--- src/rtl/canvas_painter.sv ---
// ============================================================================
// Module      : canvas_painter
// Description : Turns cursor/paint commands into frame-buffer cell writes
//               (brush stamp or full-canvas clear) and tracks the pen position.
// Revision    : 1.0 - initial release
// ============================================================================
`default_nettype none

module canvas_painter #(
    parameter int CANVAS_W   = 160,
    parameter int CANVAS_H   = 120,
    parameter int SCALE_LOG2 = 2,
    parameter int BRUSH      = 3,
    parameter int ADDR_W     = 15
) (
    input  logic              clk,
    input  logic              reset,
    input  logic              cmd_valid,
    output logic              cmd_ready,
    input  logic [9:0]        cmd_x,
    input  logic [9:0]        cmd_y,
    input  logic [2:0]        cmd_color,
    input  logic              cmd_clear,
    output logic              wr_en,
    output logic [ADDR_W-1:0] wr_addr,
    output logic [2:0]        wr_color,
    output logic [9:0]        pen_x,
    output logic [9:0]        pen_y,
    output logic              busy
);

    localparam int                  c_cells      = CANVAS_W * CANVAS_H;
    localparam logic [ADDR_W-1:0]   c_last_addr  = ADDR_W'(c_cells - 1);
    localparam logic [2:0]          c_brush_last = 3'(BRUSH - 1);
    localparam logic signed [11:0]  c_half       = 12'(BRUSH / 2);

    typedef enum logic [1:0] {
        S_IDLE  = 2'd0,
        S_PAINT = 2'd1,
        S_CLEAR = 2'd2
    } state_t;

    state_t             r_state;
    state_t             w_state_next;
    logic [9:0]         r_ccx;
    logic [9:0]         r_ccy;
    logic [2:0]         r_color;
    logic [2:0]         r_dx;
    logic [2:0]         r_dy;
    logic [ADDR_W-1:0]  r_clr_addr;
    logic [9:0]         r_pen_x;
    logic [9:0]         r_pen_y;

    logic               w_accept;
    logic               w_last_offset;
    logic signed [11:0] w_cx;
    logic signed [11:0] w_cy;
    logic               w_in_canvas;
    logic [ADDR_W-1:0]  w_paint_addr;

    assign w_accept      = cmd_valid && (r_state == S_IDLE);
    assign w_last_offset = (r_dx == c_brush_last) && (r_dy == c_brush_last);

    // Brush cell relative to the latched centre; negative means off the left/top edge.
    assign w_cx = $signed({2'b00, r_ccx}) + $signed({9'd0, r_dx}) - c_half;
    assign w_cy = $signed({2'b00, r_ccy}) + $signed({9'd0, r_dy}) - c_half;

    assign w_in_canvas = !w_cx[11] && !w_cy[11]
                      && ($unsigned(w_cx) < 12'(CANVAS_W))
                      && ($unsigned(w_cy) < 12'(CANVAS_H));

    assign w_paint_addr = ADDR_W'($unsigned(w_cy)) * ADDR_W'(CANVAS_W)
                        + ADDR_W'($unsigned(w_cx));

    assign pen_x = r_pen_x;
    assign pen_y = r_pen_y;

    always_ff @(posedge clk or posedge reset) begin
        if (reset) begin
            r_state <= S_IDLE;
        end else begin
            r_state <= w_state_next;
        end
    end

    always_comb begin
        w_state_next = r_state;
        cmd_ready    = 1'b0;
        busy         = 1'b1;
        wr_en        = 1'b0;
        wr_addr      = '0;
        wr_color     = 3'd0;
        case (r_state)
            S_IDLE: begin
                cmd_ready = 1'b1;
                busy      = 1'b0;
                if (cmd_valid) begin
                    if (cmd_clear) begin
                        w_state_next = S_CLEAR;
                    end else if (cmd_color != 3'd0) begin
                        w_state_next = S_PAINT;
                    end
                end
            end
            S_PAINT: begin
                wr_en    = w_in_canvas;
                wr_addr  = w_in_canvas ? w_paint_addr : '0;
                wr_color = r_color;
                if (w_last_offset) begin
                    w_state_next = S_IDLE;
                end
            end
            S_CLEAR: begin
                wr_en   = 1'b1;
                wr_addr = r_clr_addr;
                if (r_clr_addr == c_last_addr) begin
                    w_state_next = S_IDLE;
                end
            end
            default: begin
                w_state_next = S_IDLE;
                busy         = 1'b0;
            end
        endcase
    end

    always_ff @(posedge clk or posedge reset) begin
        if (reset) begin
            r_ccx      <= '0;
            r_ccy      <= '0;
            r_color    <= '0;
            r_dx       <= '0;
            r_dy       <= '0;
            r_clr_addr <= '0;
            r_pen_x    <= '0;
            r_pen_y    <= '0;
        end else if (w_accept) begin
            r_dx       <= '0;
            r_dy       <= '0;
            r_clr_addr <= '0;
            if (!cmd_clear) begin
                r_pen_x <= cmd_x;
                r_pen_y <= cmd_y;
                r_ccx   <= cmd_x >> SCALE_LOG2;
                r_ccy   <= cmd_y >> SCALE_LOG2;
                r_color <= cmd_color;
            end
        end else if (r_state == S_PAINT) begin
            // Offsets advance dx-fastest and hold at the final offset.
            if (r_dx == c_brush_last) begin
                if (r_dy != c_brush_last) begin
                    r_dx <= '0;
                    r_dy <= r_dy + 3'd1;
                end
            end else begin
                r_dx <= r_dx + 3'd1;
            end
        end else if (r_state == S_CLEAR) begin
            if (r_clr_addr != c_last_addr) begin
                r_clr_addr <= r_clr_addr + 1'b1;
            end
        end
    end

endmodule

`default_nettype wire

--- config.mk ---
export PLATFORM = sky130hd
export DESIGN_NAME = canvas_painter
export DESIGN_NICKNAME = d
export VERILOG_FILES = /design/src/rtl/canvas_painter.sv
export SDC_FILE = /design/constraint.sdc
export NUM_CORES = 1
export LEC_CHECK = 0
export CAP_MARGIN = 40
export CORE_ASPECT_RATIO = 2
export CORE_MARGIN = 2
export CORE_UTILIZATION = 25
export DETAILED_ROUTE_END_ITERATION = 16
export GPL_TIMING_DRIVEN = 0
export PLACE_DENSITY_LB_ADDON = 0.08
export SLEW_MARGIN = 10
export SYNTH_ARGS = -nofsm -noshare
export SYNTH_HDL_FRONTEND = slang
export SYNTH_SLANG_ARGS = --single-unit
--- constraint.sdc ---
create_clock -name clk -period 6.05 [get_ports clk]
set_clock_uncertainty 0.1 [all_clocks]
set_input_delay 1.21 -clock clk [delete_from_list [all_inputs] [get_ports clk]]
set_output_delay 1.21 -clock clk [all_outputs]
set_load 0.01 [all_outputs]
# Word-level counts from Yosys, hierarchy flattened
# Cells that the tools add are included.
# Widths: inputs -> output; s select.
dict set report op_classes {
  magnitude_cmp 2
  n_mul 1
  bitwise_logic 1
  shifts 0
  eq_ne 13
  n_addsub 8
  muxes 24
  div 0
  n_reduce_logical 20
}
# cell count
set op_table {}
lappend op_table {{$mux 15} 5}
lappend op_table {{$pmux 15 s2} 1}
lappend op_table {{$mux 3} 9}
lappend op_table {{$sub 9x1->10 const B} 2}
lappend op_table {{$add 8x3->9} 2}
lappend op_table {{$add 15x1->15 const B} 1}
lappend op_table {{$add 15x12->15} 1}
lappend op_table {{$eq 15x15->1 const B} 1}
lappend op_table {{$ne 15x15->1 const B} 1}
lappend op_table {{$lt 12x7->1 const B} 1}
lappend op_table {{$lt 12x8->1 const B} 1}
lappend op_table {{$mul 12x3->10 const B} 1}
lappend op_table {{$mux 2} 5}
lappend op_table {{$reduce_bool 2->1} 5}
lappend op_table {{$ne 3x2->1 const B} 3}
lappend op_table {{$ne 2x2->1 const B} 4}
lappend op_table {{$add 3x1->3 const B} 2}
lappend op_table {{$eq 3x2->1 const B} 2}
lappend op_table {{$pmux 2 s3} 1}
lappend op_table {{$reduce_and 3->1} 2}
lappend op_table {{$logic_and 1x1->1} 5}
lappend op_table {{$reduce_and 2->1} 2}
lappend op_table {{$reduce_and 4->1} 1}
lappend op_table {{$reduce_bool 3->1} 1}
lappend op_table {{8 further kinds} 10}
dict set report word_totals {
  input_bits 27
  ff_bits 62
  word_cells 78
  latchBits 0
  memories 0
  mem_bits_rw 0
  out_inout_bits 41
  mem_bits_ro 0
}

# Logic depth before layout (Yosys ltp)
# Gate-level depths: netlist of the first run.
dict set report depth {
  ltp_word 8
  mapped_depth 22
  mapped_depth_nobuf 22
}

# Worst setup path before layout of the first run
# Ideal clock, no wire load.
dict set report synth_timing {
  path_kind {register -> output}
  startpoint {register, netlist name pen_y[3]}
  endpoint {output wr_addr[13]}
  arrival_ns 3.730
  required_time_ns 4.740
  stages_incl_launch_ff 21
  slack_ns 1.010
  n_path_buf 0
  path_cell_list {dfrtp_1 inv_1 ha_1 inv_1 ha_1 inv_1 fa_1 xnor2_1 ha_1 ha_1 inv_1 fa_1 xnor2_1 ha_1 o21a_1 nor2_1 inv_1 nand3_1 xnor2_1 a32oi_1 nor2b_1}
}
# element line_no
set synth_lines {}
lappend synth_lines {{to (decl)} 25} ;# output logic [ADDR_W-1:0] wr_addr,

==> results.txt, run 1 <==
----------------------------------------------------
[Global routing]
  Vias in the first global route ... 3,755
  Pin count of the biggest net entering global routing ... 35
  Number of antenna violations at the first check in global routing ... 0
  Total congestion overflow after global routing ... 0
  Wire length of the first global-routing pass ... 18,800 um
  Total global routing track utilization ... 0.141

[Critical path]
  Setup crit end ... wr_addr[13]
  Source of the critical timing path ... pen_y[3]$_DFFE_PP0P_
  Worst r2r path cells ... 10
  CP Class ... flip-flop to output port
  CP required ... 4.74 ns
  Arrival time worst endpoint ... 4.44 ns
  Beginning of the worst register-to-register path ... r_state[1]$_DFFE_PP0P_
  Launching element type of the critical path ... flip-flop
  CP Capture Type ... output port
  Capture instance of the worst register-to-register path ... r_clr_addr[11]$_DFFE_PP0P_
  Max FO, Critical Path ... 4
  Worst R2R Setup Slack ... 3.35 ns

[Yosys]
  Average size of a mapped cell ... 9.16 um^2
  Main synth FF type ... dfrtp_1
  Post-synth top area share ... 0.286
  Count of flip-flops with a built-in enable after synthesis ... 0
  Warnings, synthesis ... 0
  Number of cells produced by synthesis ... 440
  Dominant cells by area after synthesis ... dfrtp_1 29%, ha_1 14%, xnor2_1 7.2%
  Distinct cell type count of the synthesized netlist ... 55
  Cell taking the most area after synthesis ... dfrtp_1
  Total standard cell area after synthesis ... 0.00403 mm^2
  Post-synth net total ... 516
  Part of the Yosys area used for sequential elements ... 0.286
  Async set-or-reset flop fraction in the synthesized netlist ... 1.00
  Number of storage elements in the synthesis netlist ... 46

[Clock network]
  Clock-pin slew on the worst setup and hold paths ... 0.07 ns
  Clock tree from TritonCTS ... built
  H-tree depth ... 2
  # hold bufs at CTS ... 0
  Clock network latency to the later pin of the worst-skew pair ... 0.30 ns
  Total clock buffers created by CTS ... 5
  Buffer cell driving the clock tree root ... clkbuf_16
  Maximum buffer depth of the clock tree ... 2
  CTS sink cnt ... 46

[Min path]
  Class of the most critical hold timing path ... flip-flop to flip-flop

[Timing]
  Post-route fraction of the period consumed by the critical path ... 0.951
  Post-layout minimum cycle time ... 5.75 ns
  Pins Over Slew Limit ... 0
  Setup TNS Final ... 0 ns
  Normalized max-slew margin ... 0.563
  Count of final setup violators ... 0
  Setup repair after global routing missed its margin ... false
  Slew at the pin closest to its max-slew limit ... 0.656 ns
  Hold Fails Final Rpt ... 0
  Timing-limited maximum frequency ... 0.174 GHz

[Routing]
  Drt first pass iters ... 4
  Total routed wirelength ... 11,600 um
  Antenna-violating nets left ... 0
  WL/cell ... 16.1 um
  Post-DR vias/cell ... 4.79
  DRC marker count from the first detailed-route iteration ... 96
  Vias after detailed routing ... 3,452
  DRC ... 0

[Die]
  Number of top-level pins ... 68
  Core area ... 0.0158 mm^2
  Die width ... 93.8 um
  Die Y ... 184 um
  Number of placement rows ... 65
  Initial Util ... 0.256
  Area of the die ... 0.0172 mm^2

[Cells and area]
  Number of antenna repair diodes ... 0
  Number of filler cells placed in the layout ... 1,713
  Proportion of layout cells with a drive suffix above 1 ... 0.119
  Leading cell types in the layout, fill and taps excluded ... 63 x clkdlybuf4s50_1, 46 x inv_1, 46 x dfrtp_1, 45 x ha_1, 32 x nor2_1
  Most common library cell in the layout ignoring fill and taps ... clkdlybuf4s50_1
  Final #Nets ... 594
  Growth of design area from synthesis to finish ... 29.7%

[Placed design]
  Global placement routability congestion ... 0.796
  HPWL after DPL ... 9340 um
  Buffers on Ports ... 67

[Run]
  Maximum capacitance violations ... 0

[Outcome]
  Status ... finished, final reports clean

----------------------------------------------------
[worst max-delay path, stage by stage, from the launching register on]
cell	delay [ns]
dfrtp_1	0.37
inv_1	0.06
ha_1	0.28
inv_1	0.06
ha_1	0.16
inv_1	0.06
fa_2	0.39
nor2b_4	0.14
o21ai_0	0.10
nand2b_1	0.22
xnor2_2	0.18
xnor2_1	0.12
ha_1	0.36
a21oi_2	0.15
xnor2_1	0.14
ha_1	0.28
o21a_1	0.11
nor2_1	0.13
inv_1	0.07
nand3_1	0.10
xnor2_1	0.14
a32oi_1	0.12
nor2b_1	0.14
dlygate4sd2_1	0.28
[registers in the layout, summed over array words and instances, names as in the netlist]
name and flops:
r_clr_addr 15, pen_x 10, pen_y 10, r_color 3, r_dx 3, r_dy 3, r_state 2
[stage by stage]
step                      instance area (um^2)  setup slack (ns)  std cells  hold WS (ns)   util
after floorplan                           4030              1.01        440         0.371      -
after global placement                    4950             0.113        708         0.380  0.314
after detailed placement                  4980             0.120        710         0.392  0.316
after CTS                                 5160            0.0155        719         0.408  0.327
after global routing                      5230          0.000940        720         0.431  0.331
final                                     5230             0.298        720         0.403  0.331
[area by class of cell]
cell class / instances / area, um^2 / area share
clock buffers: 5 / 125 / 0.0239
repair buffers: 71 / 717 / 0.137
flip-flops and latches: 46 / 1150 / 0.220
plain buffers: 14 / 66.3 / 0.0127
inverters: 47 / 176 / 0.0337
multi-input cells: 333 / 2720 / 0.520
well taps: 201 / 251 / 0.0481
clock inverters: 3 / 25.0 / 0.00479
[Yosys cell counts (all sizes together), types with 10 or more instances]
| cell | instances |
|---|---|
| xor2 | 14 |
| and3 | 10 |
| xnor2 | 33 |
| dfrtp | 46 |
| mux2 | 23 |
| inv | 47 |
| nand2 | 14 |
| nor2b | 18 |
| ha | 45 |
| nor2 | 32 |
| nand3 | 10 |
| o21ai | 16 |
| a21oi | 24 |
| a32oi | 13 |
[kinds of logic after synthesis]
logic type      synth area share
buf+inv                   0.0602
xor+xnor                   0.102
mux                       0.0692
simple gates               0.160
flops                      0.286
fa+ha+maj                  0.160
compound gates             0.163
[worst min path at each step]
stage / start / to / slack, ns / cells past startpoint
2_1_floorplan: r_color[0]$_DFFE_PP0P_ / r_color[0]$_DFFE_PP0P_ / 0.37 / 1
6_report: r_color[0]$_DFFE_PP0P_ / r_color[0]$_DFFE_PP0P_ / 0.40 / 1
5_1_grt: r_color[1]$_DFFE_PP0P_ / r_color[1]$_DFFE_PP0P_ / 0.43 / 1
4_1_cts: r_color[2]$_DFFE_PP0P_ / r_color[2]$_DFFE_PP0P_ / 0.41 / 1
3_5_place_dp: r_color[2]$_DFFE_PP0P_ / r_color[2]$_DFFE_PP0P_ / 0.39 / 1
3_3_place_gp: r_color[2]$_DFFE_PP0P_ / r_color[2]$_DFFE_PP0P_ / 0.38 / 1
[per-layer routing]
metal / vias to the layer above / GRT usage / share of wire
met5: - / 0 / 0
met4: 0 / 0.0620 / 0.029
met3: 15 / 0.0209 / 0.023
met2: 50 / 0.281 / 0.58
met1: 1688 / 0.137 / 0.37
li1: 1699 / - / -
[what timing repair did]
action / CTS / global route
buffers inserted: 1 / 1
hold endpoints to repair: 0 / 0
resized for setup: 7 / 14
endpoints found under the setup margin: 4 / 5
Power of run 1 is left out: the tool's default activity adds up to more than one toggle a clock period on the data nets, which glitch-free logic cannot reach.
==> run 2, diff against run 1 <==
--- a/config.mk
+++ b/config.mk
@@ -11,7 +11,7 @@
 export CORE_UTILIZATION = 25
 export DETAILED_ROUTE_END_ITERATION = 16
 export GPL_TIMING_DRIVEN = 0
-export PLACE_DENSITY_LB_ADDON = 0.08
+export PLACE_DENSITY = 0.48
 export SLEW_MARGIN = 10
 export SYNTH_ARGS = -nofsm -noshare
 export SYNTH_HDL_FRONTEND = slang
==> results.txt, run 2 (synthesis gave the netlist of run 1 again) <==
----------------------------------------------------
[Outcome]
  Status ... finished, final reports clean

[Routing]
  WL/cell ... 14.8 um (-8.2%)
  Total routed wirelength ... 10,700 um (-8.0%)
  DRC ... 0 (unchanged)
  DRC marker count from the first detailed-route iteration ... 125 (+30%)
  Top layer used by detailed routing ... met4
  Met3 routed WL ... 294 um (+12%)
  Post-DR vias/cell ... 4.74 (-1.2%)
  Routed length on met2 ... 6060 um (-9.4%)
  Vias after detailed routing ... 3,419 (-0.96%)
  Routed length on met1 ... 4100 um (-5.3%)
  Antenna-violating nets left ... 0 (unchanged)
  Drt first pass iters ... 5 (+1)

[Placed design]
  Placed instance area ... 0.00498 mm^2 (unchanged)
  HPWL after DPL ... 8660 um (-7.3%)
  Buffers on Ports ... 67 (unchanged)
  Post-placement setup slack ... 0.235 ns (+0.115 ns)
  Global placement routability congestion ... 0.801 (+0.63%)

[Global routing]
  Number of antenna violations at the first check in global routing ... 0 (unchanged)
  Total congestion overflow after global routing ... 0 (unchanged)
  Vias in the first global route ... 3,551 (-5.4%)
  Wire length of the first global-routing pass ... 17,200 um (-8.6%)
  Total global routing track utilization ... 0.126 (-0.0145)
  Pin count of the biggest net entering global routing ... 36 (+2.9%)

[Critical path]
  Arrival time worst endpoint ... 4.43 ns (about the same)
  Cell with the biggest individual delay on the critical path ... dfrtp_1
  CP Class ... flip-flop to output port
  Most numerous cell on the critical path ... ha_1
  Cell family with the largest share of critical-path delay ... adder cells
  CP Capture Type ... output port
  CP required ... 4.74 ns (about the same)
  Largest stage delay on the critical path ... 0.35 ns (-0.04 ns)
  Buffer and inverter count on the worst path ... 4 (-1)
  Max FO, Critical Path ... 4 (unchanged)
  Sequence of cells on the critical path ... inv_1, ha_1, inv_1, ha_1, a21o_1, a21oi_2, xnor2_2, ha_1, ha_1, a21o_1, a21oi_1, xnor2_1, ha_1, o21a_1, nor2_1, inv_1, nand3_1, xnor2_1, a32oi_1, nor2b_1, dlygate4sd2_1
  Launching element type of the critical path ... flip-flop

[Die]
  Die width ... 93.8 um (unchanged)
  Area of the die ... 0.0172 mm^2 (unchanged)
  Number of placement rows ... 65 (unchanged)
  Die Y ... 184 um (unchanged)
  Number of top-level pins ... 68 (unchanged)
  Initial Util ... 0.256 (unchanged)
  Core area ... 0.0158 mm^2 (unchanged)

[Clock network]
  Clock network latency to the later pin of the worst-skew pair ... 0.29 ns (about the same)
  CTS sink cnt ... 46 (unchanged)
  Clock-pin slew on the worst setup and hold paths ... 0.07 ns (about the same)
  Maximum buffer depth of the clock tree ... 2 (unchanged)
  Clock tree from TritonCTS ... built
  # hold bufs at CTS ... 0 (unchanged)
  H-tree depth ... 2 (unchanged)
  Total clock buffers created by CTS ... 5 (unchanged)
  Buffer cell driving the clock tree root ... clkbuf_16

[Timing]
  Post-route fraction of the period consumed by the critical path ... 0.949 (-0.00229)
  Timing-limited maximum frequency ... 0.174 GHz (+0.24%)
  Hold Fails Final Rpt ... 0 (unchanged)
  Post-layout minimum cycle time ... 5.74 ns (-0.0139 ns)
  Pins Over Slew Limit ... 0 (unchanged)
  Final worst-path setup slack ... 0.311 ns (+0.0139 ns)
  Setup repair after global routing missed its margin ... false
  Normalized max-slew margin ... 0.581 (+0.0180)
  Setup TNS Final ... 0 ns (unchanged)
  Count of final setup violators ... 0 (unchanged)
  Slew at the pin closest to its max-slew limit ... 0.629 ns (-0.0270 ns)
  Final hold slack ... 0.404 ns (+0.000686 ns)

[Cells and area]
  Post-route design area ... 0.00523 mm^2 (about the same)
  Most common library cell in the layout ignoring fill and taps ... clkdlybuf4s50_1
  Final #Nets ... 596 (+0.34%)
  Growth of design area from synthesis to finish ... 29.7% (about the same)
  Number of antenna repair diodes ... 0 (unchanged)
  Leading cell types in the layout, fill and taps excluded ... 63 x clkdlybuf4s50_1, 46 x inv_1, 46 x dfrtp_1, 45 x ha_1, 32 x nor2_1
  Proportion of layout cells with a drive suffix above 1 ... 0.107 (-0.0120)
  Flip-flop count of the largest register, all copies and words added ... 15 (unchanged)
  Largest register by flop count ... r_clr_addr

[Min path]
  Class of the most critical hold timing path ... flip-flop to flip-flop

[Run]
  Maximum capacitance violations ... 0 (unchanged)

----------------------------------------------------
==> run 2: worst paths after layout <==
path	start	endpoint	slack, ns	cells past startpoint
max in group asynchronous	reset	r_state[1]$_DFFE_PP0P_	4.28	3
min reg2reg	r_color[0]$_DFFE_PP0P_	r_color[0]$_DFFE_PP0P_	0.40	1
max reg2reg	r_state[0]$_DFFE_PP0P_	pen_x[4]$_DFFE_PP0P_	3.38	8
max	pen_y[4]$_DFFE_PP0P_	wr_addr[13]	0.31	21
min	r_color[0]$_DFFE_PP0P_	r_color[0]$_DFFE_PP0P_	0.40	1
min in group asynchronous	reset	pen_y[0]$_DFFE_PP0P_	1.08	2
==> run 2: metal layers <==
layer  vias to the layer above  GRT usage
li1                       1705          -
met1                      1639      0.130
met2                        67      0.249
met3                         8     0.0172
met4                         0     0.0475
met5                         -          0
==> run 2: cell type report <==
type,instances,area (um^2)
repair buffers,73,732
plain buffers,14,66.3
fillers,1690,10500
clock inverters,2,37.5
inverters,47,176
clock buffers,6,129
flip-flops and latches,46,1150
multi-input cells,333,2690
well taps,201,251
==> run 2: through the flow <==
step / cells / utilization
after floorplan: 440 / -
after global placement: 708 / 0.314
after detailed placement: 710 / 0.316
after CTS: 719 / 0.327
after global routing: 722 / 0.331
final: 722 / 0.331
==> run 2: what timing repair did <==
item / 4_1_cts / 5_1_grt
hold endpoints to repair: 0 / 0
pin swaps: 0 / 1
gates resized for setup: 4 / 8
setup endpoints to repair: 4 / 5
setup buffers: 1 / 3
Power of run 2 is left out for the same reason.
